===== src/rtl/cam_lookup_arbiter.sv =====
// cam_lookup_arbiter: round-robin arbiter that shares one fixed-latency CAM
// lookup port between several search engines. Only one lookup is in flight
// at a time, and its result is returned to the requester that issued it.
// Optional statistics counters are enabled by defining CAM_ARB_STATS_EN.
// All outputs are registered, so req_rdy follows req_vld by one cycle.
// Arbitration also runs in RESP so that a back-to-back grant lands on the
// first IDLE cycle, giving one lookup every LAT+3 cycles.
module cam_lookup_arbiter #(
  parameter int NREQ  = 2,
  parameter int KEY_W = 32,
  parameter int RES_W = 16,
  parameter int LAT   = 2
) (
  input  logic                    clock,
  input  logic                    reset,
  input  logic [NREQ-1:0]         req_vld,
  input  logic [NREQ*KEY_W-1:0]   req_key,
  output logic [NREQ-1:0]         req_rdy,
  output logic [NREQ-1:0]         rsp_vld,
  output logic                    rsp_hit,
  output logic [RES_W-1:0]        rsp_data,
  output logic                    cam_en,
  output logic [KEY_W-1:0]        cam_key,
  input  logic                    cam_hit,
  input  logic [RES_W-1:0]        cam_data,
  output logic                    busy
`ifdef CAM_ARB_STATS_EN
  ,
  output logic [NREQ*16-1:0]      grant_cnt,
  output logic [15:0]             hit_cnt
`endif
);

  localparam int IW = (NREQ > 1) ? $clog2(NREQ) : 1;
  localparam logic [IW-1:0] LAST_IDX  = IW'(NREQ - 1);
  localparam logic [IW:0]   NREQ_W    = (IW+1)'(NREQ);
  localparam logic [3:0]    WAIT_LOAD = 4'(LAT - 1);

  typedef enum logic [1:0] {IDLE, ISSUE, WAIT, RESP} state_t;

  state_t           state, state_nxt;
  logic [IW-1:0]    ptr, ptr_nxt, gnt_idx, base_idx, arb_idx;
  logic [IW:0]      pos;
  logic             arb_any, grant_now, sample_now;
  logic [3:0]       cnt, cnt_nxt;
  logic [KEY_W-1:0] key_arr [NREQ];
  logic [NREQ-1:0]  arb_onehot, gnt_onehot;

  // Unpack the flat key bus so the granted key can be selected by index.
  always_comb begin
    for (int i = 0; i < NREQ; i++) key_arr[i] = req_key[i*KEY_W +: KEY_W];
  end

  // Search origin: in RESP look ahead from the requester after the current grant.
  always_comb begin
    base_idx = ptr;
    if (state == RESP) base_idx = (gnt_idx == LAST_IDX) ? '0 : gnt_idx + 1'b1;
  end

  // Scan upward from the origin with wrap; the closest active requester wins.
  always_comb begin
    arb_any = 1'b0;
    arb_idx = '0;
    pos     = '0;
    for (int k = NREQ - 1; k >= 0; k--) begin
      pos = {1'b0, base_idx} + (IW+1)'(k);
      if (pos >= NREQ_W) pos = pos - NREQ_W;
      if (req_vld[pos[IW-1:0]]) begin
        arb_any = 1'b1;
        arb_idx = pos[IW-1:0];
      end
    end
  end

  assign grant_now  = arb_any && (((state == IDLE) && (req_rdy == '0)) || (state == RESP));
  assign sample_now = (state == WAIT) && (cnt == '0);
  assign arb_onehot = NREQ'(1) << arb_idx;
  assign gnt_onehot = NREQ'(1) << gnt_idx;

  // Next-state logic for the lookup sequence, wait counter and rotation pointer.
  always_comb begin
    state_nxt = state;
    cnt_nxt   = cnt;
    ptr_nxt   = ptr;
    case (state)
      IDLE:  if (req_rdy != '0) state_nxt = ISSUE;
      ISSUE: begin
        state_nxt = WAIT;
        cnt_nxt   = WAIT_LOAD;
      end
      WAIT:  begin
        if (cnt == '0) state_nxt = RESP;
        else           cnt_nxt   = cnt - 4'd1;
      end
      RESP:  begin
        state_nxt = IDLE;
        ptr_nxt   = (gnt_idx == LAST_IDX) ? '0 : gnt_idx + 1'b1;
      end
      default: state_nxt = IDLE;
    endcase
  end

  // State, counter and pointer registers; reset discards any in-flight lookup.
  always_ff @(posedge clock or negedge reset) begin
    if (!reset) begin
      state <= IDLE;
      cnt   <= '0;
      ptr   <= '0;
    end else begin
      state <= state_nxt;
      cnt   <= cnt_nxt;
      ptr   <= ptr_nxt;
    end
  end

  // Registered outputs: grant pulse, key latch, CAM strobe, response and busy.
  always_ff @(posedge clock or negedge reset) begin
    if (!reset) begin
      req_rdy  <= '0;
      gnt_idx  <= '0;
      cam_key  <= '0;
      cam_en   <= 1'b0;
      rsp_vld  <= '0;
      rsp_hit  <= 1'b0;
      rsp_data <= '0;
      busy     <= 1'b0;
    end else begin
      req_rdy <= grant_now ? arb_onehot : '0;
      if (grant_now) begin
        gnt_idx <= arb_idx;
        cam_key <= key_arr[arb_idx];
      end
      cam_en   <= (state == IDLE) && (req_rdy != '0);
      rsp_vld  <= sample_now ? gnt_onehot : '0;
      rsp_hit  <= sample_now && cam_hit;
      rsp_data <= (sample_now && cam_hit) ? cam_data : '0;
      busy     <= (state_nxt != IDLE);
    end
  end

`ifdef CAM_ARB_STATS_EN
  // Saturating per-requester grant counters and a response hit counter.
  always_ff @(posedge clock or negedge reset) begin
    if (!reset) begin
      grant_cnt <= '0;
      hit_cnt   <= '0;
    end else begin
      for (int i = 0; i < NREQ; i++) begin
        if (grant_now && (arb_idx == IW'(i)) && (grant_cnt[i*16 +: 16] != 16'hFFFF))
          grant_cnt[i*16 +: 16] <= grant_cnt[i*16 +: 16] + 16'd1;
      end
      if (sample_now && cam_hit && (hit_cnt != 16'hFFFF))
        hit_cnt <= hit_cnt + 16'd1;
    end
  end
`endif

endmodule


===== config.mk =====
export PLATFORM = sky130hd
export DESIGN_NAME = cam_lookup_arbiter
export DESIGN_NICKNAME = d
export VERILOG_FILES = /design/src/rtl/cam_lookup_arbiter.sv
export SDC_FILE = /design/constraint.sdc
export NUM_CORES = 1
export LEC_CHECK = 0
export BUFFER_PORTS_ARGS = -buffer_cell sky130_fd_sc_hd__buf_4
export CAP_MARGIN = 0
export CORE_ASPECT_RATIO = 1.4
export CORE_MARGIN = 2
export CORE_UTILIZATION = 35
export DETAILED_ROUTE_END_ITERATION = 8
export PLACE_DENSITY = 0.65
export SETUP_SLACK_MARGIN = 0.3
export SYNTH_ARGS = -nofsm -noshare
export SYNTH_HDL_FRONTEND = slang
export SYNTH_SLANG_ARGS = --single-unit

===== constraint.sdc =====
create_clock -name clock -period 5.4 [get_ports clock]
set_input_delay 0.54 -clock clock [delete_from_list [all_inputs] [get_ports clock]]
set_output_delay 0.54 -clock clock [all_outputs]
set_load 0.02 [all_outputs]

## Word level (Yosys, flattened, before mapping)

Cells that the tools add are included.

| operators by class | value |
|---|---|
| magnitude comparators | 5 |
| shift-type cells | 2 |
| bitwise operators | 1 |
| reduce and logical (&&, ||, !) cells | 13 |
| muxes and demuxes | 23 |
| add/sub/neg operators | 5 |
| eq/ne operators | 4 |

Operator list:

| operator | number |
|---|---|
| 2-to-1 mux 32 bit | 3 |
| 2-to-1 mux 16 bit | 1 |
| 2-to-1 mux 1 bit | 12 |
| 2-to-1 mux 2 bit | 4 |
| one-hot mux 2 bit (4 select lines) | 1 |
| one-hot mux 4 bit (2 select lines) | 1 |
| nonzero test 2 bit | 3 |
| logical AND 1 bit | 5 |
| == test 2 bit (second input constant) | 2 |
| >= comparator 2 bit (second input constant) | 2 |
| logical NOT 2 bit | 2 |
| logical NOT 4 bit | 1 |
| less-than comparator 1 x 2 -> 1 bit (second input constant) | 2 |
| 2-to-1 mux 4 bit | 1 |
| left shift 1 x 1 -> 2 bit (first input constant) | 2 |
| subtractor 4 x 1 -> 4 bit (second input constant) | 1 |
| adder 1 x 1 -> 2 bit (second input constant) | 1 |
| == test 2 x 1 -> 1 bit (second input constant) | 1 |
| >= comparator 1 x 2 -> 1 bit (second input constant) | 1 |
| inequality test 2 bit (second input constant) | 1 |
| NOT 1 -> 2 bit | 1 |
| AND reduction 2 bit | 1 |
| subtractor 1 bit (second input constant) | 2 |
| adder 1 bit (second input constant) | 1 |
| logical OR 1 bit | 1 |

| word-level totals | value |
|---|---|
| flip-flop bits (word level) | 63 |

## Logic depth before layout (Yosys ltp)

| logic depth | value |
|---|---|
| depth in word-level cells | 14 |
| mapped depth | 7 |
| depth with buffers taken out | 6 |

## Worst setup path after synthesis

Ideal clock, no wire load.

| timing path | value |
|---|---|
| path type | reg-to-reg |
| start | reg state[0] |
| end | reg cam_key[10] |
| slack | 3.701 ns |
| cell stages (with the launch flop) | 7 |
| buffers on the path | 2 |
| arrival | 1.574 ns |
| clock period less this slack | 1.699 ns |
| library setup time | 0.126 ns |
| required time | 5.274 ns |
| cells stage by stage | dfrtp_1 ha_1 mux2i_1 o221a_1 buf_2 buf_6 a221o_1 |

| on the way | value |
|---|---|
| cells in the longest elaborated chain, start to end | 13 |
| elaborated cells between the ends (all ways) | 25 |

Ends and longest elaborated chain:

| item | RTL line | RTL |
|---|---|---|
| from (decl) | 41 | `state_t state, state_nxt;` |
| from (signal assigned) | 110 | `state <= state_nxt;` |
| == test 2 bit * | 57 | `if (state == RESP) base_idx = (gnt_idx == LAST_IDX) ? '0 : gnt_idx + 1'b1;` |
| 2-to-1 mux 1 bit * | n/a |  |
| via base_idx | 42 | `logic [IW-1:0] ptr, ptr_nxt, gnt_idx, base_idx, arb_idx;` |
| adder 1 x 1 -> 2 bit | 66 | `pos = {1'b0, base_idx} + (IW+1)'(k);` |
| >= comparator 2 bit or subtractor 1 bit (tied branches) | 67 | `if (pos >= NREQ_W) pos = pos - NREQ_W;` |
| 2-to-1 mux 1 bit | 67 |  |
| 2-to-1 mux 1 bit (implied by the code) (2 in a row) | 68 | `if (req_vld[pos[IW-1:0]]) begin` |
| 2-to-1 mux 1 bit (2 in a row) | 68 |  |
| NOT 1 -> 2 bit (implied by the code) | 131 | `cam_key <= key_arr[arb_idx];` |
| 2-to-1 mux 32 bit (implied by the code) (3 in a row) | 131 |  |
| to (signal assigned) | 131 |  |
| to (decl) | 23 | `output logic [KEY_W-1:0] cam_key,` |

Mark *: on every way through the listed nets, which the timed path passes. The rest lies on a longest branch. The select of a mux whose other input is x is not followed.
A chain may end at the register's enable or synchronous reset.

## Worst setup path after layout

| timing path | value |
|---|---|
| start | reg state[0] |
| end | reg cam_key[31] |

| on the way | value |
|---|---|
| cells in the longest elaborated chain, start to end | 13 |
| elaborated cells between the ends (all ways) | 25 |

Ends and longest elaborated chain:

| item | RTL line |
|---|---|
| == test 2 bit | 57, 75 |
| 2-to-1 mux 1 bit | n/a |
| adder 1 x 1 -> 2 bit | 66 |
| >= comparator 2 bit or subtractor 1 bit (tied branches) | 67 |
| 2-to-1 mux 1 bit | 67 |
| 2-to-1 mux 1 bit (implied by the code) (2 in a row) | 68 |
| 2-to-1 mux 1 bit (2 in a row) | 68 |
| NOT 1 -> 2 bit (implied by the code) | 131 |
| 2-to-1 mux 32 bit (implied by the code) (3 in a row) | 131 |

Several ways; a longest one is shown, not always the timed one. The select of a mux whose other input is x is not followed.

==> results.md <==
Worst setup path:
- STA classifies the critical path endpoint as a flip-flop.
- The critical path startpoint category is a flip-flop.
- The arrival time of data at the critical path endpoint is 2.33 ns.
- Measured in cells, the most critical reg-to-reg path has a length of 6.
- For the worst setup path, the data required time is 5.66 ns.
- Along the worst path, the maximum fanout reaches 33.
- The critical path is of the flip-flop to flip-flop type.
- The startpoint identified for the worst register-to-register timing path is state[0].
- The endpoint identified for the worst register-to-register timing path is cam_key[31].
- The internal reg-to-reg setup slack is 3.33 ns.

CTS:
- The clock reaches the later pin of the worst-skew pair after 0.33 ns.
- Clock tree synthesis selected as its root buffer the cell clkbuf_8.
- The CTS tree is built.
- Post-CTS repair changed the size of 0 cells.
- The clock passes through at most 2 buffers.
- The number of buffers added by the clock tree synthesis step is 9.
- The count of buffers added by post-CTS timing repair for setup is 0.
- The number of H-tree levels is 3.
- For this design, the sink count on the clock tree is 63.
- Hold repair after CTS inserted 0 buffers.
- After clock tree synthesis, the clock-pin slew on the worst setup and hold paths is 0.07 ns.

GRT:
- Across every metal layer, demand over resource in global routing totals 16.35%.
- The pin count of the biggest net entering global routing is 64.
- The initial antenna violation count is 0.
- The first global-routing pass estimated 10.36 mm of wire.
- For this run the aggregate overflow at the end of global routing stands at 0.
- The number of global-route vias before repair is 2,114.

Floorplanning:
- In this run the standard cell core region covers 7268 µm².
- The die is 106.0 µm tall.
- The overall die width is 76.88 µm.
- The initial core utilization is 35.81%.
- The floorplan has 37 rows.
- The die footprint is 8152 µm².
- 140 I/O pins were placed.

Drt:
- The routed layout has 2,132 vias.
- In this run, the number of DRC markers left after iteration 0 of detailed routing was 137.
- After detailed routing, the wire length on met1 is 2.609 mm.
- Signal routing reaches up to met4.
- Detailed routing placed a total of 534 µm of wire on met3.
- The routed length on met2 is 3.379 mm.
- The detail-routed net length per standard cell is 14.89 µm.
- The detailed-routing iteration count for the pre-antenna-repair pass is 4.
- The post-detailed-routing wire length is 6.598 mm.
- In this run the remaining antenna-violating nets after routing total 0.
- The number of remaining DRC errors is 0.
- The via count normalized by instance count is 4.813.

Synthesis:
- For this run, asynchronously set or reset flops after synthesis account for 100.0%.
- After synthesis the netlist holds a flip-flop and latch count of 63.
- The area of the mapped netlist is 2602 µm².
- The number of different library cells used by synthesis comes to 27.
- The post-synthesis area per instance is 12.88 µm².
- The number of enable flip-flop cells after synthesis is 0.
- For this run, the leading register cell type out of synthesis is dfrtp_1.
- Synthesis produced a netlist whose cell count is 202.
- The sequential-to-total area share from yosys stat is 60.58%.
- The number of nets handed over by synthesis was 294.
- Yosys printed 0 warnings.

Power:
- The worst-case IR drop observed on VDD is 0.0002656 V.
- The power density of the placed cells is 554.7 nW/µm².
- In this run the static leakage power is 2.027 nW.
- The final total power is 2.166 mW.

Placement:
- The congestion estimate from routability-driven global placement came to 0.7607.
- The number of buffers added on ports is 139.
- The half-perimeter wire length after detailed placement is 4.732 mm.
- Once placement completed, the tool counted placed cells totaling 427.
- Once placement finished, the instance area stood at 3715 µm².

Timing:
- The final hold violation count is 0.
- Setup violations remaining at the end of the flow were counted as 0.
- The shortest clock period the worst path allows after layout is 2.071 ns.
- For this run, the top clock speed supported by timing is 483.0 MHz.
- At the pin with the least slew margin, the transition time is 1.029 ns.
- Setup total negative slack on the finished layout was measured at 0 ns.
- Setup repair after global routing left no endpoint under its margin.
- The final clock period utilization by the worst path is 38.34%.
- The final number of max-transition violations is 0.
- On the final layout, the worst clock skew is 0.009886 ns.
- Hold is met by 0.2967 ns.
- The worst relative slew slack is 31.43%.

Hold path:
- The path class of the tightest hold or removal check is input port to asynchronous set/reset pin.

Finish:
- From synthesis to final layout, the design area changed by 50.05%.
- The net count reported at finish is 433.
- The number of antenna diodes in the final layout is 0.
- Summing all non-filler instances in the final layout gives an area of 3905 µm².
- The library cells used most frequently in the layout, excluding fill and tap cells, are 141 x buf_4, 63 x dfrtp_1, 48 x and2_1.
- Of the cells placed in the final design, the portion with a size suffix greater than 1 is 45.95%.
- Leaving out fill and tap cells, the most frequent cell in the layout is buf_4.
- For this run, the number of standard cells in the final layout without fillers is 443.

Job:
- The tool flagged a number of max-cap violations equal to 0.

Outcome:
- The flow ran to the end, and the final reports show no timing, DRC or antenna violations.
-- worst max-delay path by stage --
stage                     startpoint     endpoint  depth (start not counted)
after global routing        state[0]  cam_key[31]                          6
after CTS                   state[0]  cam_key[20]                          6
after global placement      state[0]  cam_key[26]                          6
after floorplan             state[0]  cam_key[10]                          6
after detailed placement    state[0]  cam_key[20]                          6
final                       state[0]  cam_key[31]                          6
-- Yosys cell counts, drive strengths merged (2+ instances only) --
cell type	instances	area, µm²
inv	6	22.52
clkbuf	5	18.77
and2	48	300.3
dfrtp	63	1577
a21o	2	15.01
and3	2	12.51
nor3b	3	27.52
a221o	32	320.3
mux2i	2	20.02
buf	8	58.80
nor2b	2	12.51
o21ai	6	30.03
nand2	2	7.510
ha	7	87.58
nand2b	2	12.51
nor2	3	11.26
-- sequential cells by signal (all words and copies together) (netlist names), 2 cells and up --
name and cells:
rsp_data 16, rsp_vld 2, req_rdy 2, cam_key 32
state 2, cnt 4
-- critical path, cell delays in order (launching register included) --
cell     delay, ns
dfrtp_1       0.40
inv_1         0.10
ha_1          0.21
nor3b_2       0.17
o22ai_2       0.77
and2_1        0.24
a221o_1       0.11
-- power by group --
group	switching [mW]	internal, mW	total [mW]	leakage, nW
Clock	0.171	0.224	0.394	0.100
Sequential	0.0937	0.649	0.743	0.810
Combinational	0.529	0.500	1.03	1.12
Total	0.793	1.37	2.17	2.03
-- area by class of cell --
type | instances | area [µm²]
Inverter | 6 | 22.52
Timing Repair Buffer | 141 | 1059
Clock buffer | 12 | 145.1
Clock inverter | 4 | 45.04
Multi-Input combinational cell | 120 | 935.9
Fill cell | 668 | 3363
Sequential cell | 63 | 1577
Tap cell | 97 | 121.4
-- layer usage --
metal  GRT usage [%]  vias to the layer above
li1                -                     1003
met1           19.01                     1041
met2           26.69                       79
met3           6.027                        9
met4           7.662                        0
met5               0                        -
-- through the flow --
stage,util (%),worst slack (ns)
global route,53.73,3.123
global placement,51.11,3.333
finish,53.73,3.329
floorplan,-,3.701
detailed placement,51.11,3.306
CTS,53.73,3.298
-- cells by family after synthesis --
kind of cell / count (synthesis) / share of synthesized area [%]
simple gates: 66 / 15.87
flops: 63 / 60.58
compound gates: 45 / 15.58
buf+inv: 19 / 3.846
fa+ha+maj: 7 / 3.365
mux: 2 / 0.7693
No activity file was read; power rests on OpenSTA's default activity.
